[src/rtl/dac_pair_tx_if.sv]
// Sample-pair stream in, interleaved two-channel DAC bus out.
// The DAC transmitter takes the slave side; the source/bus model takes the master side.
interface dac_pair_tx_if #(
  parameter int DW  = 14,
  parameter int IW  = 16,
  parameter int UCW = 16
);
  logic                 en_i;
  logic signed [IW-1:0] cha_i;
  logic signed [IW-1:0] chb_i;
  logic                 valid_i;
  logic                 ready_o;
  logic [DW-1:0]        dac_dat_o;
  logic                 dac_sel_o;
  logic                 dac_wrt_o;
  logic                 dac_rst_o;
  logic                 underflow_o;
  logic [UCW-1:0]       underflow_cnt_o;

  modport slave (
    input  en_i, cha_i, chb_i, valid_i,
    output ready_o, dac_dat_o, dac_sel_o, dac_wrt_o, dac_rst_o,
           underflow_o, underflow_cnt_o
  );

  modport master (
    output en_i, cha_i, chb_i, valid_i,
    input  ready_o, dac_dat_o, dac_sel_o, dac_wrt_o, dac_rst_o,
           underflow_o, underflow_cnt_o
  );
endinterface

[src/rtl/dac_pair_tx.sv]
// Interleaved two-channel DAC transmitter: pair FIFO, saturate + offset-binary
// conversion on write, A/B time multiplexing with underflow repeat.
module dac_pair_tx #(
  parameter int DW         = 14,
  parameter int IW         = 16,
  parameter int FIFO_DEPTH = 4,
  parameter int RST_CYC    = 16,
  parameter int UCW        = 16
) (
  input  logic         dac_clk_i,
  input  logic         dac_rstn_i,
  dac_pair_tx_if.slave bus
);
  localparam int AW = $clog2(FIFO_DEPTH);
  localparam int CW = $clog2(RST_CYC + 1);
  localparam logic [DW-1:0]        MID  = {1'b1, {(DW-1){1'b0}}};
  localparam logic signed [IW-1:0] SMAX = IW'((2 ** (DW-1)) - 1);
  localparam logic signed [IW-1:0] SMIN = ~SMAX;

  function automatic logic [DW-1:0] to_ob(input logic signed [IW-1:0] x);
    logic [DW-1:0] s;
    if (x > SMAX)      s = {1'b0, {(DW-1){1'b1}}};
    else if (x < SMIN) s = {1'b1, {(DW-1){1'b0}}};
    else               s = x[DW-1:0];
    return s ^ MID;
  endfunction

  typedef enum logic [1:0] {RST, IDLE, RUN} state_t;

  state_t          state_q, state_d;
  logic [CW-1:0]   rcnt_q, rcnt_d;
  logic            ph_q, ph_d;
  logic            dis_q, dis_d;
  logic            ne_q;
  logic [2*DW-1:0] mem [FIFO_DEPTH];
  logic [AW-1:0]   wp_q, rp_q;
  logic [AW:0]     cnt_q;
  logic            ready, push, pop, flush;
  logic [2*DW-1:0] cur_q, cur_d;
  logic [DW-1:0]   dat_q, dat_d;
  logic            sel_q, sel_d, wrt_q, wrt_d, rsto_q, rsto_d, uf_q, uf_d;
  logic [UCW-1:0]  ucnt_q, ucnt_d;

  assign ready = bus.en_i && (cnt_q != (AW+1)'(FIFO_DEPTH)) && (state_q != RST);
  assign push  = bus.valid_i && ready && !flush;

  // ph_q = 1 marks the B cycle, so the edge ending it is a pair boundary.
  always_comb begin
    state_d = state_q;
    rcnt_d  = rcnt_q;
    ph_d    = ~ph_q;
    dis_d   = dis_q;
    pop     = 1'b0;
    flush   = 1'b0;
    cur_d   = cur_q;
    dat_d   = cur_q[DW-1:0];
    sel_d   = 1'b0;
    wrt_d   = 1'b1;
    rsto_d  = 1'b0;
    uf_d    = 1'b0;
    ucnt_d  = ucnt_q;
    unique case (state_q)
      RST: begin
        ph_d  = 1'b0;
        dat_d = MID;
        sel_d = 1'b1;
        wrt_d = 1'b0;
        cur_d = {MID, MID};
        if (rcnt_q == CW'(RST_CYC)) state_d = IDLE;
        else begin
          rcnt_d = rcnt_q + 1'b1;
          rsto_d = 1'b1;
        end
      end
      IDLE: if (ph_q) begin
        sel_d = 1'b1;
        wrt_d = 1'b0;
        if (bus.en_i && ne_q) begin
          pop     = 1'b1;
          cur_d   = mem[rp_q];
          dat_d   = mem[rp_q][2*DW-1:DW];
          state_d = RUN;
        end else begin
          cur_d = {MID, MID};
          dat_d = MID;
        end
      end
      RUN: if (!ph_q) begin
        // a disable seen anywhere in the pair takes effect at its boundary
        if (!bus.en_i) dis_d = 1'b1;
      end else begin
        sel_d = 1'b1;
        wrt_d = 1'b0;
        dis_d = 1'b0;
        if (!bus.en_i || dis_q) begin
          flush   = 1'b1;
          state_d = IDLE;
          cur_d   = {MID, MID};
          dat_d   = MID;
        end else if (ne_q) begin
          pop   = 1'b1;
          cur_d = mem[rp_q];
          dat_d = mem[rp_q][2*DW-1:DW];
        end else begin
          uf_d  = 1'b1;
          dat_d = cur_q[2*DW-1:DW];
          if (ucnt_q != '1) ucnt_d = ucnt_q + 1'b1;
        end
      end
      default: state_d = RST;
    endcase
  end

  always_ff @(posedge dac_clk_i) begin
    if (!dac_rstn_i) begin
      state_q <= RST;
      rcnt_q  <= '0;
      ph_q    <= 1'b0;
      dis_q   <= 1'b0;
      cur_q   <= {MID, MID};
      dat_q   <= MID;
      sel_q   <= 1'b1;
      wrt_q   <= 1'b0;
      rsto_q  <= 1'b1;
      uf_q    <= 1'b0;
      ucnt_q  <= '0;
    end else begin
      state_q <= state_d;
      rcnt_q  <= rcnt_d;
      ph_q    <= ph_d;
      dis_q   <= dis_d;
      cur_q   <= cur_d;
      dat_q   <= dat_d;
      sel_q   <= sel_d;
      wrt_q   <= wrt_d;
      rsto_q  <= rsto_d;
      uf_q    <= uf_d;
      ucnt_q  <= ucnt_d;
    end
  end

  // ne_q lags the count by one edge: a pair is only poppable from the second
  // boundary-or-non-boundary edge after it was written.
  always_ff @(posedge dac_clk_i) begin
    if (!dac_rstn_i) begin
      wp_q  <= '0;
      rp_q  <= '0;
      cnt_q <= '0;
      ne_q  <= 1'b0;
    end else begin
      ne_q <= (cnt_q != '0);
      if (flush) begin
        wp_q  <= '0;
        rp_q  <= '0;
        cnt_q <= '0;
      end else begin
        if (push) wp_q <= wp_q + 1'b1;
        if (pop)  rp_q <= rp_q + 1'b1;
        cnt_q <= cnt_q + (AW+1)'(push) - (AW+1)'(pop);
      end
    end
  end

  always_ff @(posedge dac_clk_i) begin
    if (push) mem[wp_q] <= {to_ob(bus.cha_i), to_ob(bus.chb_i)};
  end

  assign bus.ready_o         = ready;
  assign bus.dac_dat_o       = dat_q;
  assign bus.dac_sel_o       = sel_q;
  assign bus.dac_wrt_o       = wrt_q;
  assign bus.dac_rst_o       = rsto_q;
  assign bus.underflow_o     = uf_q;
  assign bus.underflow_cnt_o = ucnt_q;
endmodule

[src/flat_wrapper.sv]
// flat-port wrapper written by rule: the top's interface ports become plain ports
module dac_pair_tx_flat 
#(
  parameter int DW         = 14,
  parameter int IW         = 16,
  parameter int FIFO_DEPTH = 4,
  parameter int RST_CYC    = 16,
  parameter int UCW        = 16
)
  (dac_clk_i, dac_rstn_i, bus_en_i, bus_cha_i, bus_chb_i, bus_valid_i, bus_ready_o, bus_dac_dat_o, bus_dac_sel_o, bus_dac_wrt_o, bus_dac_rst_o, bus_underflow_o, bus_underflow_cnt_o);
  dac_pair_tx_if #(.DW(DW), .IW(IW), .UCW(UCW)) bus_i ();
  input  logic dac_clk_i;
  input  logic dac_rstn_i;
  input wire logic [$bits(bus_i.en_i)-1:0] bus_en_i;
  input wire logic [$bits(bus_i.cha_i)-1:0] bus_cha_i;
  input wire logic [$bits(bus_i.chb_i)-1:0] bus_chb_i;
  input wire logic [$bits(bus_i.valid_i)-1:0] bus_valid_i;
  output wire logic [$bits(bus_i.ready_o)-1:0] bus_ready_o;
  output wire logic [$bits(bus_i.dac_dat_o)-1:0] bus_dac_dat_o;
  output wire logic [$bits(bus_i.dac_sel_o)-1:0] bus_dac_sel_o;
  output wire logic [$bits(bus_i.dac_wrt_o)-1:0] bus_dac_wrt_o;
  output wire logic [$bits(bus_i.dac_rst_o)-1:0] bus_dac_rst_o;
  output wire logic [$bits(bus_i.underflow_o)-1:0] bus_underflow_o;
  output wire logic [$bits(bus_i.underflow_cnt_o)-1:0] bus_underflow_cnt_o;
  assign bus_i.en_i = bus_en_i;
  assign bus_i.cha_i = bus_cha_i;
  assign bus_i.chb_i = bus_chb_i;
  assign bus_i.valid_i = bus_valid_i;
  assign bus_ready_o = bus_i.ready_o;
  assign bus_dac_dat_o = bus_i.dac_dat_o;
  assign bus_dac_sel_o = bus_i.dac_sel_o;
  assign bus_dac_wrt_o = bus_i.dac_wrt_o;
  assign bus_dac_rst_o = bus_i.dac_rst_o;
  assign bus_underflow_o = bus_i.underflow_o;
  assign bus_underflow_cnt_o = bus_i.underflow_cnt_o;
  dac_pair_tx #(.DW(DW), .IW(IW), .FIFO_DEPTH(FIFO_DEPTH), .RST_CYC(RST_CYC), .UCW(UCW)) u_core (.dac_clk_i(dac_clk_i), .dac_rstn_i(dac_rstn_i), .bus(bus_i));
endmodule
[config.mk]
export PLATFORM = sky130hd
export DESIGN_NAME = dac_pair_tx_flat
export DESIGN_NICKNAME = d
export VERILOG_FILES = /design/src/rtl/dac_pair_tx_if.sv /design/src/rtl/dac_pair_tx.sv /design/src/flat_wrapper.sv
export SDC_FILE = /design/constraint.sdc
export NUM_CORES = 1
export LEC_CHECK = 0
export CAP_MARGIN = 5
export CELL_PAD_IN_SITES_DETAIL_PLACEMENT = 1
export CELL_PAD_IN_SITES_GLOBAL_PLACEMENT = 2
export CORE_MARGIN = 1
export CORE_UTILIZATION = 35
export CTS_BUF_LIST = sky130_fd_sc_hd__clkbuf_16
export CTS_CLUSTER_DIAMETER = 150
export DETAILED_ROUTE_END_ITERATION = 8
export GPL_TIMING_DRIVEN = 1
export PLACE_DENSITY = 0.81
export SYNTH_ARGS = -nofsm -noshare
export SYNTH_HDL_FRONTEND = slang
export SYNTH_SLANG_ARGS = --single-unit
[constraint.sdc]
create_clock -name dac_clk_i -period 5.3 [get_ports dac_clk_i]
set_input_delay 0.53 -clock dac_clk_i [delete_from_list [all_inputs] [get_ports dac_clk_i]]
set_output_delay 0.53 -clock dac_clk_i [all_outputs]
set_load 0.01 [all_outputs]
Yosys cells after proc, flatten, opt, wreduce, memory -nomap -nowiden
Memories as Yosys holds them, arrays and structs flattened. A register that Yosys moved wholly into a read port is not among the register bits.
Cells that the tools add are included.
{ "classes": {"addsub": 6, "order_cmp": 4, "n_eq_ne": 12, "n_mux": 46, "bitwise": 8, "n_reduce_logical": 21} }
{ "ops": {"columns": ["operator", "n"], "rows": [
  ["two-way mux 14 bit", 11],
  ["two-way mux 28 bit", 5],
  ["one-hot mux 28 bit (3 select lines)", 1],
  ["one-hot mux 14 bit (3 select lines)", 1],
  ["greater-than comparator 16 x 14 -> 1 bit (second input constant)", 2],
  ["< comparator 16 x 14 -> 1 bit (second input constant)", 2],
  ["two-way mux 1 bit", 17],
  ["adder 16 x 1 -> 16 bit (second input constant)", 1],
  ["inequality test 16 bit (second input constant)", 1],
  ["two-way mux 2 bit", 7],
  ["inequality test 2 x 1 -> 1 bit (second input constant)", 6],
  ["AND reduction 5 bit", 2],
  ["inverter 1 bit", 8],
  ["one-hot mux 1 bit (2 select lines)", 3],
  ["one-hot mux 2 bit (3 select lines)", 1],
  ["nonzero test 3 bit", 2],
  ["OR reduction 2 bit", 3],
  ["adder 5 x 1 -> 5 bit (second input constant)", 1],
  ["equality test 5 bit (second input constant)", 1],
  ["logical AND 1 bit", 5],
  ["adder 2 x 1 -> 2 bit (second input constant)", 2],
  ["AND reduction 2 bit", 2],
  ["AND reduction 4 bit", 1],
  ["OR reduction 4 bit", 1],
  ["other kinds (10)", 11]
]} }
{ "totals": {"reg_bits": 79, "mem_bits_rw": 112, "inputBits": 36, "output_inout_bits": 35, "elab_cells": 113, "n_memories": 1} }
{ "memory_table": {"columns": ["memory", "words", "word_bits", "read_ports", "rd_clocked_by_memory_dff", "wr", "line_no", "rtl"], "rows": [
  ["u_core.mem", 4, 28, 1, 1, 1, "dac_pair_tx.sv:35", "logic [2*DW-1:0] mem [FIFO_DEPTH];"]
]} }

Depth between registers and ports, before layout
Gate-level depths: netlist of the first run.
{ "depth": {"ltp_word": 9, "ltp_mapped": 10, "mapped_depth_nobuf": 10} }

Worst setup path before layout of the first run
No wires, ideal clock.
{ "synth_timing": {"path_type": "register -> register", "startpoint": "register u_core.state_q[0]", "endpoint": "memory u_core.mem[0][0] (netlist bit) (enable)", "setup_ns": 0.387, "arrival_time_ns": 2.178, "t_required_ns": 4.913, "slack_ns": 2.735, "stages_incl_launch_ff": 7, "path_buffers": 0, "period_less_slack_ns": 2.565, "path_cell_list": "dfxtp_1 inv_1 ha_1 or2b_1 a211o_1 a31oi_1 and2_1"} }
{ "synth_between": {"elab_chain_len": 6, "word_cells_on_any_way": 9, "cone_classes": "eq/ne: 1; mux: 3; reduce/logical: 5"} }
{ "synth_lines": {"columns": ["element", "line_no", "rtl"], "rows": [
  ["start, declared", "dac_pair_tx.sv:30", "state_t state_q, state_d;"],
  ["start signal, assigned", "dac_pair_tx.sv:128", "state_q <= state_d;"],
  ["equality test 2 bit / nonzero test 2 bit (equally long branches)", "dac_pair_tx.sv:62, dac_pair_tx.sv:44", null],
  ["two-way mux 1 bit / logical AND 1 bit (equally long branches)", "dac_pair_tx.sv:62, dac_pair_tx.sv:44", null],
  ["zero test 1 bit / logical AND 1 bit (equally long branches)", "dac_pair_tx.sv:45", "assign push = bus.valid_i && ready && !flush;"],
  ["logical AND 1 bit (*)", "dac_pair_tx.sv:45", null],
  ["net u_core.push", "dac_pair_tx.sv:38", "logic ready, push, pop, flush;"],
  ["two-way mux 1 bit (*)", "dac_pair_tx.sv:165", "if (push) mem[wp_q] <= {to_ob(bus.cha_i), to_ob(bus.chb_i)};"],
  ["two-way mux 1 bit (implied by the code) (*)", "dac_pair_tx.sv:165", null],
  ["end, declared", "dac_pair_tx.sv:35", null]
]} }
The timed path passes the listed nets; every way through them passes the cells marked *.

Worst setup path after layout of the first run
{ "layout_timing": {"startpoint": "register u_core.state_q[0]", "endpoint": "register u_core.cur_q[1]"} }
{ "layout_between": {"elab_chain_len": 3, "word_cells_on_any_way": 9, "cone_classes": "eq/ne: 5; mux: 1; reduce/logical: 3"} }
{ "layout_lines": {"columns": ["element", "line_no", "rtl"], "rows": [
  ["equality test 2 bit, or another cell as far along", "dac_pair_tx.sv:62", "unique case (state_q)"],
  ["inequality test 3 x 1 -> 1 bit (no source line), or another cell as far along", null, null],
  ["AND reduction 4 bit (no source line)", null, null],
  ["end signal, assigned", "dac_pair_tx.sv:120", "cur_q <= {MID, MID};"],
  ["end signal, assigned", "dac_pair_tx.sv:132", "cur_q <= cur_d;"],
  ["end, declared", "dac_pair_tx.sv:39", "logic [2*DW-1:0] cur_q, cur_d;"]
]} }
Parallel ways exist; a longest one is shown, timed or not.
A chain may end at the register's enable or synchronous reset.

==> results.sh, run 1 <==
export IMPL_die_y_um=152.2
export IMPL_grt_pass1_vias=5553
export IMPL_synth_top_area_share_pct=42.58
export IMPL_detail_route_antenna_nets=0
export IMPL_holdCritPathClass="flop to flop"
export IMPL_rows=54
export IMPL_postCtsHoldBufs=0
export IMPL_antenna_found_initial=0
export IMPL_post_cts_resized=0
export IMPL_fmax_mhz=354.6
export IMPL_diodes=0
export IMPL_io_pins=71
export IMPL_final_cell_mix="edfxtp_1, nor2_1, dfxtp_1"
export IMPL_path_max_fanout=26
export IMPL_cts_max_level=4
export IMPL_finalSetupViolCount=0
export IMPL_seq_area_frac_synth_pct=63.11
export IMPL_p_per_area_nw_per_um2=354.4
export IMPL_yosys_top_cells_area="edfxtp_1, dfxtp_1, mux4_2"
export IMPL_hold_viol=0
export IMPL_post_route_util_pct=43.20
export IMPL_ctsLongestPathBuffers=2
export IMPL_drive_gt1_share_pct=10.35
export IMPL_start_kind="flop"
export IMPL_fin_crit_ps=2820
export IMPL_drt_pass1_iterations=6
export IMPL_outcome="finished, violations left"
export IMPL_place_area_um2=8860
export IMPL_wl_um=18930
export IMPL_syn_num_nets=681
export IMPL_ir_drop_v=0.0001892
export IMPL_syn_inst=631
export IMPL_critPathRequiredTime_ps=5680
export IMPL_final_setup_tns_ps=0
export IMPL_cts_root_buf="clkbuf_16"
export IMPL_synth_seq_cells=193
export IMPL_leakage_nw=3.116
export IMPL_synth_area_um2=7899
export IMPL_synth_area_leader_cell="edfxtp_1"
export IMPL_design_area_um2=9485
export IMPL_failed_checks="DRC"
export IMPL_crit_type="flop to flop"
export IMPL_synth_edf_count=112
export IMPL_final_common_cell="edfxtp_1"
export IMPL_core_um2=21960
export IMPL_gp_congestion=0.7774
export IMPL_drc=8
export IMPL_grt_max_degree=45
export IMPL_die_area_um2=23170
export IMPL_path_clk_slew_ps=70
export IMPL_synth_main_ff_cell="edfxtp_1"
export IMPL_dp_cells=953
export IMPL_rsz0062_at_grt="false"
export IMPL_cts_sinks=193
export IMPL_die_w_um=152.2
export IMPL_fill_cells=2287
export IMPL_crit_arrival_ps=3200
export IMPL_hpwl_um=13110
export IMPL_grt_total_usage_pct=17.22
export IMPL_tightest_slew_ps=1239
export IMPL_cts_tree="built"
export IMPL_postCtsSetupBuffers=0
export IMPL_synth_distinct_cells=50
export IMPL_cp_end_kind="flop"
export IMPL_drv_slew=0
export IMPL_yosys_warnings=0
export IMPL_vias=5180
export IMPL_drv_cap=0
export IMPL_area_growth_pct=20.09
export IMPL_grt_overflow=0
export IMPL_fin_worst_skew_ps=9.639
export IMPL_holdWs_ps=468.8
export IMPL_final_cells=985
export IMPL_drt_wirelength_per_cell_um=19.22
export IMPL_drt_initial_drc_count=284
export IMPL_syn_avg_cell_area_um2=12.52
export IMPL_grt_pass1_wl_um=30670
export IMPL_fin_nets=742
export IMPL_fin_crit_sh_pct=53.21
export IMPL_relSlewSlack_pct=16.61
export IMPL_numPortBuffers=70
export IMPL_synth_async_sr_flop_share_pct=0
export IMPL_initial_utilization_pct=35.97
export IMPL_clk_latency_ps=440
export IMPL_cts_buffers_inserted=17
export IMPL_vias_per_cell=5.259
sequential cells by signal, summed over array words and instances (netlist names), named ones only:
signal,flops
u_core.cnt_q,3
u_core.rcnt_q,5
u_core.cur_q,28
u_core.ne_q,1
u_core.rp_q,2
u_core.state_q,2
u_core.bus.dac_rst_o,1
u_core.bus.dac_dat_o,14
u_core.bus.underflow_o,1
u_core.bus.underflow_cnt_o,16
u_core.mem,112
u_core.ph_q,1
u_core.wp_q,2
u_core.bus.dac_sel_o,1
u_core.bus.dac_wrt_o,1
u_core.dis_q,1
through the flow:
| step | setup WS [ps] | power, mW |
|---|---|---|
| after floorplan | 2735 | 1.919 |
| after global placement | 2286 | 2.037 |
| after detailed placement | 2169 | 2.059 |
| after CTS | 2468 | 3.398 |
| after global routing | 2277 | 3.486 |
| final | 2480 | 3.361 |
path summary, 6_finish.rpt:
path                startpoint  cells after the start          endpoint  slack (ps)
max          u_core.state_q[0]                      6   u_core.cur_q[1]        2480
min           u_core.cur_q[13]                      2  u_core.cur_q[13]         470
max reg2reg  u_core.state_q[0]                      6   u_core.cur_q[1]        2480
min reg2reg   u_core.cur_q[13]                      2  u_core.cur_q[13]         470
power by group:
part / total [mW] / switching, mW / internal, mW
registers: 1.67 / 0.0283 / 1.64
logic: 0.354 / 0.216 / 0.138
clock network: 1.34 / 0.617 / 0.722
kinds of logic after synthesis:
logic type | share of synthesized area (%)
simple gates | 11.91
flops | 63.11
compound gates | 9.298
buf+inv | 2.962
mux | 9.631
fa+ha+maj | 2.313
xor+xnor | 0.7762
cells in the mapped netlist (5+ instances only):
library cell / count
a21oi_1: 27
a22o_1: 26
a31oi_1: 14
buf_2: 7
clkbuf_1: 25
dfxtp_1: 81
edfxtp_1: 112
ha_1: 13
inv_1: 24
mux2i_1: 13
mux4_2: 28
nand2_1: 62
nand2b_1: 10
nand4_1: 5
nor2_1: 88
nor3_1: 7
o21ai_0: 19
o31ai_1: 6
or4_1: 7
xnor2_1: 5
critical path: stages (launching register included):
cell	delay, ps
dfxtp_1	400
inv_1	80
ha_1	370
and4bb_2	430
nor3_1	340
and3_1	880
a22o_1	250
metal layers:
layer  GRT usage (%)  vias to the layer above  part of all wire (%)
met5               0                        -                     0
met4           6.171                        0                   1.8
met3           3.328                       29                   3.1
met2           30.66                      103                    51
met1           20.69                     2613                    44
li1                -                     2435                     -
final cells by class:
type                    instances  area, um^2  area share, %
clock buffers                  17       425.4          4.485
repair buffers                 77       753.2          7.941
well taps                     280       350.3          3.693
multi-input cells             379        2680          28.25
clock inverters                15       200.2          2.111
flip-flops and latches        193        4986          52.57
inverters                      24       90.09         0.9497
Note: power is estimated with default switching activity, not from simulation.
==> run 2: changes to the inputs <==
==> constraint.sdc (replaced) <==
create_clock -name dac_clk_i -period 2.8 [get_ports dac_clk_i]
set_input_delay 0.28 -clock dac_clk_i [delete_from_list [all_inputs] [get_ports dac_clk_i]]
set_output_delay 0.28 -clock dac_clk_i [all_outputs]
set_load 0.01 [all_outputs]
==> run 2 against run 1 <==
Against the previous run:
- the flow still finishes with violations (DRC)
- setup slack worse by 2200 ps
- hold slack better by 5.9 ps
- combinational power rose by 110%
- wire length is 2.0% lower
- sequential power increased by 89%
- clock power increased by 81%
- power rose by 87%
- flip-flop and latch count stayed put
- non-clock buffer count rose by 15
- maximum frequency grew 11%
- critical endpoint is now u_core.bus.underflow_cnt_o[8]
- largest power group unchanged
==> results.sh, run 2 (synthesized netlist as in run 1, its figures left out) <==
export IMPL_outcome="finished, violations left"
export IMPL_failed_checks="DRC"
export IMPL_wl_um=18550
export IMPL_diodes=0
export IMPL_leakage_nw=3.196
export IMPL_final_setup_tns_ps=0
export IMPL_place_area_um2=9035
export IMPL_grt_overflow=0
export IMPL_crit_arrival_ps=2900
export IMPL_hold_viol=0
export IMPL_cts_sinks=193
export IMPL_fin_crit_sh_pct=90.34
export IMPL_rows=54
export IMPL_postCtsSetupBuffers=0
export IMPL_rsz0062_at_grt="false"
export IMPL_postCtsHoldBufs=0
export IMPL_drt_initial_drc_count=274
export IMPL_clk_latency_ps=440
export IMPL_fmax_mhz=395.3
export IMPL_rrSetupSlack_ps=270
export IMPL_detail_route_antenna_nets=0
export IMPL_holdCritPathClass="flop to flop"
export IMPL_drc=8
export IMPL_crit_reg2reg_capture="u_core.bus.underflow_cnt_o[8]"
export IMPL_crit_top_cell="or4_1"
export IMPL_final_cells=1000
export IMPL_cts_max_level=4
export IMPL_hold_depth=2
export IMPL_vias=5186
export IMPL_crit_path_max_incr_delay_ps=720
export IMPL_path_clk_slew_ps=80
export IMPL_grt_max_degree=43
export IMPL_top_register="u_core.mem"
export IMPL_relSlewSlack_pct=38.79
export IMPL_met1_length_um=8158
export IMPL_gp_congestion=0.7603
export IMPL_crit_path_top_delay_cell="or4_1"
export IMPL_area_growth_pct=21.97
export IMPL_fin_nets=757
export IMPL_dp_cells=968
export IMPL_worst_path_buf_inv=1
export IMPL_cp_end_kind="flop"
export IMPL_drive_gt1_share_pct=12.22
export IMPL_core_um2=21960
export IMPL_grt_pass1_vias=5544
export IMPL_numPortBuffers=70
export IMPL_min_from="u_core.cur_q[13]"
export IMPL_drv_slew=0
export IMPL_critPathRequiredTime_ps=3170
export IMPL_initial_utilization_pct=35.97
export IMPL_holdWs_ps=474.7
export IMPL_start_kind="flop"
export IMPL_worst_r2r_cell_count=6
export IMPL_cts_tree="built"
export IMPL_crit_type="flop to flop"
export IMPL_grt_total_usage_pct=16.78
export IMPL_vias_per_cell=5.186
export IMPL_holdPathEnd="u_core.cur_q[13]"
export IMPL_cts_buffers_inserted=17
export IMPL_path_cells="inv_1, ha_1, nand2_1, or4_1, or4_1, a21oi_1"
export IMPL_fin_crit_ps=2529
export IMPL_design_area_um2=9634
export IMPL_hpwl_um=12930
export IMPL_fin_worst_skew_ps=11.80
export IMPL_post_cts_resized=0
export IMPL_tightest_slew_ps=918.1
export IMPL_final_common_cell="edfxtp_1"
export IMPL_route_met3_wl_um=685
export IMPL_path_max_fanout=11
export IMPL_p_per_area_nw_per_um2=654.0
export IMPL_ctsLongestPathBuffers=2
export IMPL_ir_drop_v=0.0003800
export IMPL_drt_pass1_iterations=7
export IMPL_antenna_found_initial=0
export IMPL_die_area_um2=23170
export IMPL_finalSetupViolCount=0
export IMPL_die_w_um=152.2
export IMPL_wl_met2_um=9392
export IMPL_cts_root_buf="clkbuf_16"
export IMPL_final_cell_mix="edfxtp_1, nor2_1, dfxtp_1"
export IMPL_io_pins=71
export IMPL_drv_cap=0
export IMPL_power_total_mw=6.301
export IMPL_die_y_um=152.2
export IMPL_crit_family="simple AND/OR/NAND/NOR gates"
export IMPL_r2r_start="u_core.state_q[0]"
export IMPL_grt_pass1_wl_um=29910
export IMPL_drt_wirelength_per_cell_um=18.55
export IMPL_largest_register_ff_count=112
export IMPL_highest_layer="met4"
-- run 2: cell count changes in the layout (fill, tap and decap cells not counted) --
cell | previous run | this run
clkinv_4 | 2 | 3
bufinv_16 | 2 | 0
buf_12 | 0 | 5
inv_12 | 0 | 1
clkinv_2 | 2 | 0
inv_6 | 0 | 3
buf_4 | 7 | 17
clkinvlp_4 | 1 | 0
-- run 2: how the worst max path moves through the flow --
stage                       from                             to  slack [ps]  cells after the start
6_report       u_core.state_q[0]  u_core.bus.underflow_cnt_o[8]         270                      6
5_1_grt        u_core.state_q[0]                u_core.cnt_q[1]          60                     10
4_1_cts        u_core.state_q[0]                u_core.cnt_q[2]         240                     10
3_5_place_dp            bus_en_i               u_core.mem[1][4]         120                      7
3_3_place_gp            bus_en_i               u_core.mem[3][4]         180                      7
2_1_floorplan  u_core.state_q[0]               u_core.mem[0][0]         230                      6
-- run 2: power by group --
part           internal (mW)  switching (mW)
combinational          0.303           0.428
sequential              3.10          0.0504
clock                   1.21            1.20
-- run 2: layer usage --
layer  vias up  global-route usage [%]
li1       2467                       -
met5         -                       0
met4         0                   6.025
met3        19                   3.356
met2       103                   29.67
met1      2597                   20.25
-- run 2: layout make-up --
cell class	instances	area [um^2]
fillers	2272	12320
flip-flops and latches	193	4986
multi-input cells	379	2680
repair buffers	92	928.4
clock buffers	17	425.4
well taps	280	350.3
clock inverters	15	173.9
inverters	24	90.09
-- run 2: worst min-delay path: cells and delay by family, from the launching register on --
kind                   cells  cell delay [ps]
buffers and inverters      1               70
AO/OA/AOI/OAI              1               60
flip-flops                 1              300
-- run 2: per-stage QoR --
| stage | setup WS, ps | util [%] |
|---|---|---|
| 6_report | 270.5 | 43.87 |
| 5_1_grt | 56.00 | 43.87 |
| 4_1_cts | 240.8 | 43.87 |
| 3_5_place_dp | 122.7 | 41.15 |
| 3_3_place_gp | 177.7 | 41.15 |
| 2_1_floorplan | 234.7 | - |
==> run 3: changes to the inputs <==
--- a/config.mk
+++ b/config.mk
@@ -8,7 +8,6 @@
 export CAP_MARGIN = 5
 export CELL_PAD_IN_SITES_DETAIL_PLACEMENT = 1
 export CELL_PAD_IN_SITES_GLOBAL_PLACEMENT = 2
-export CORE_MARGIN = 1
 export CORE_UTILIZATION = 35
 export CTS_BUF_LIST = sky130_fd_sc_hd__clkbuf_16
 export CTS_CLUSTER_DIAMETER = 150
==> results of run 3 <==
Same layout as run 2: the final DEF is identical, and so are final timing and power.
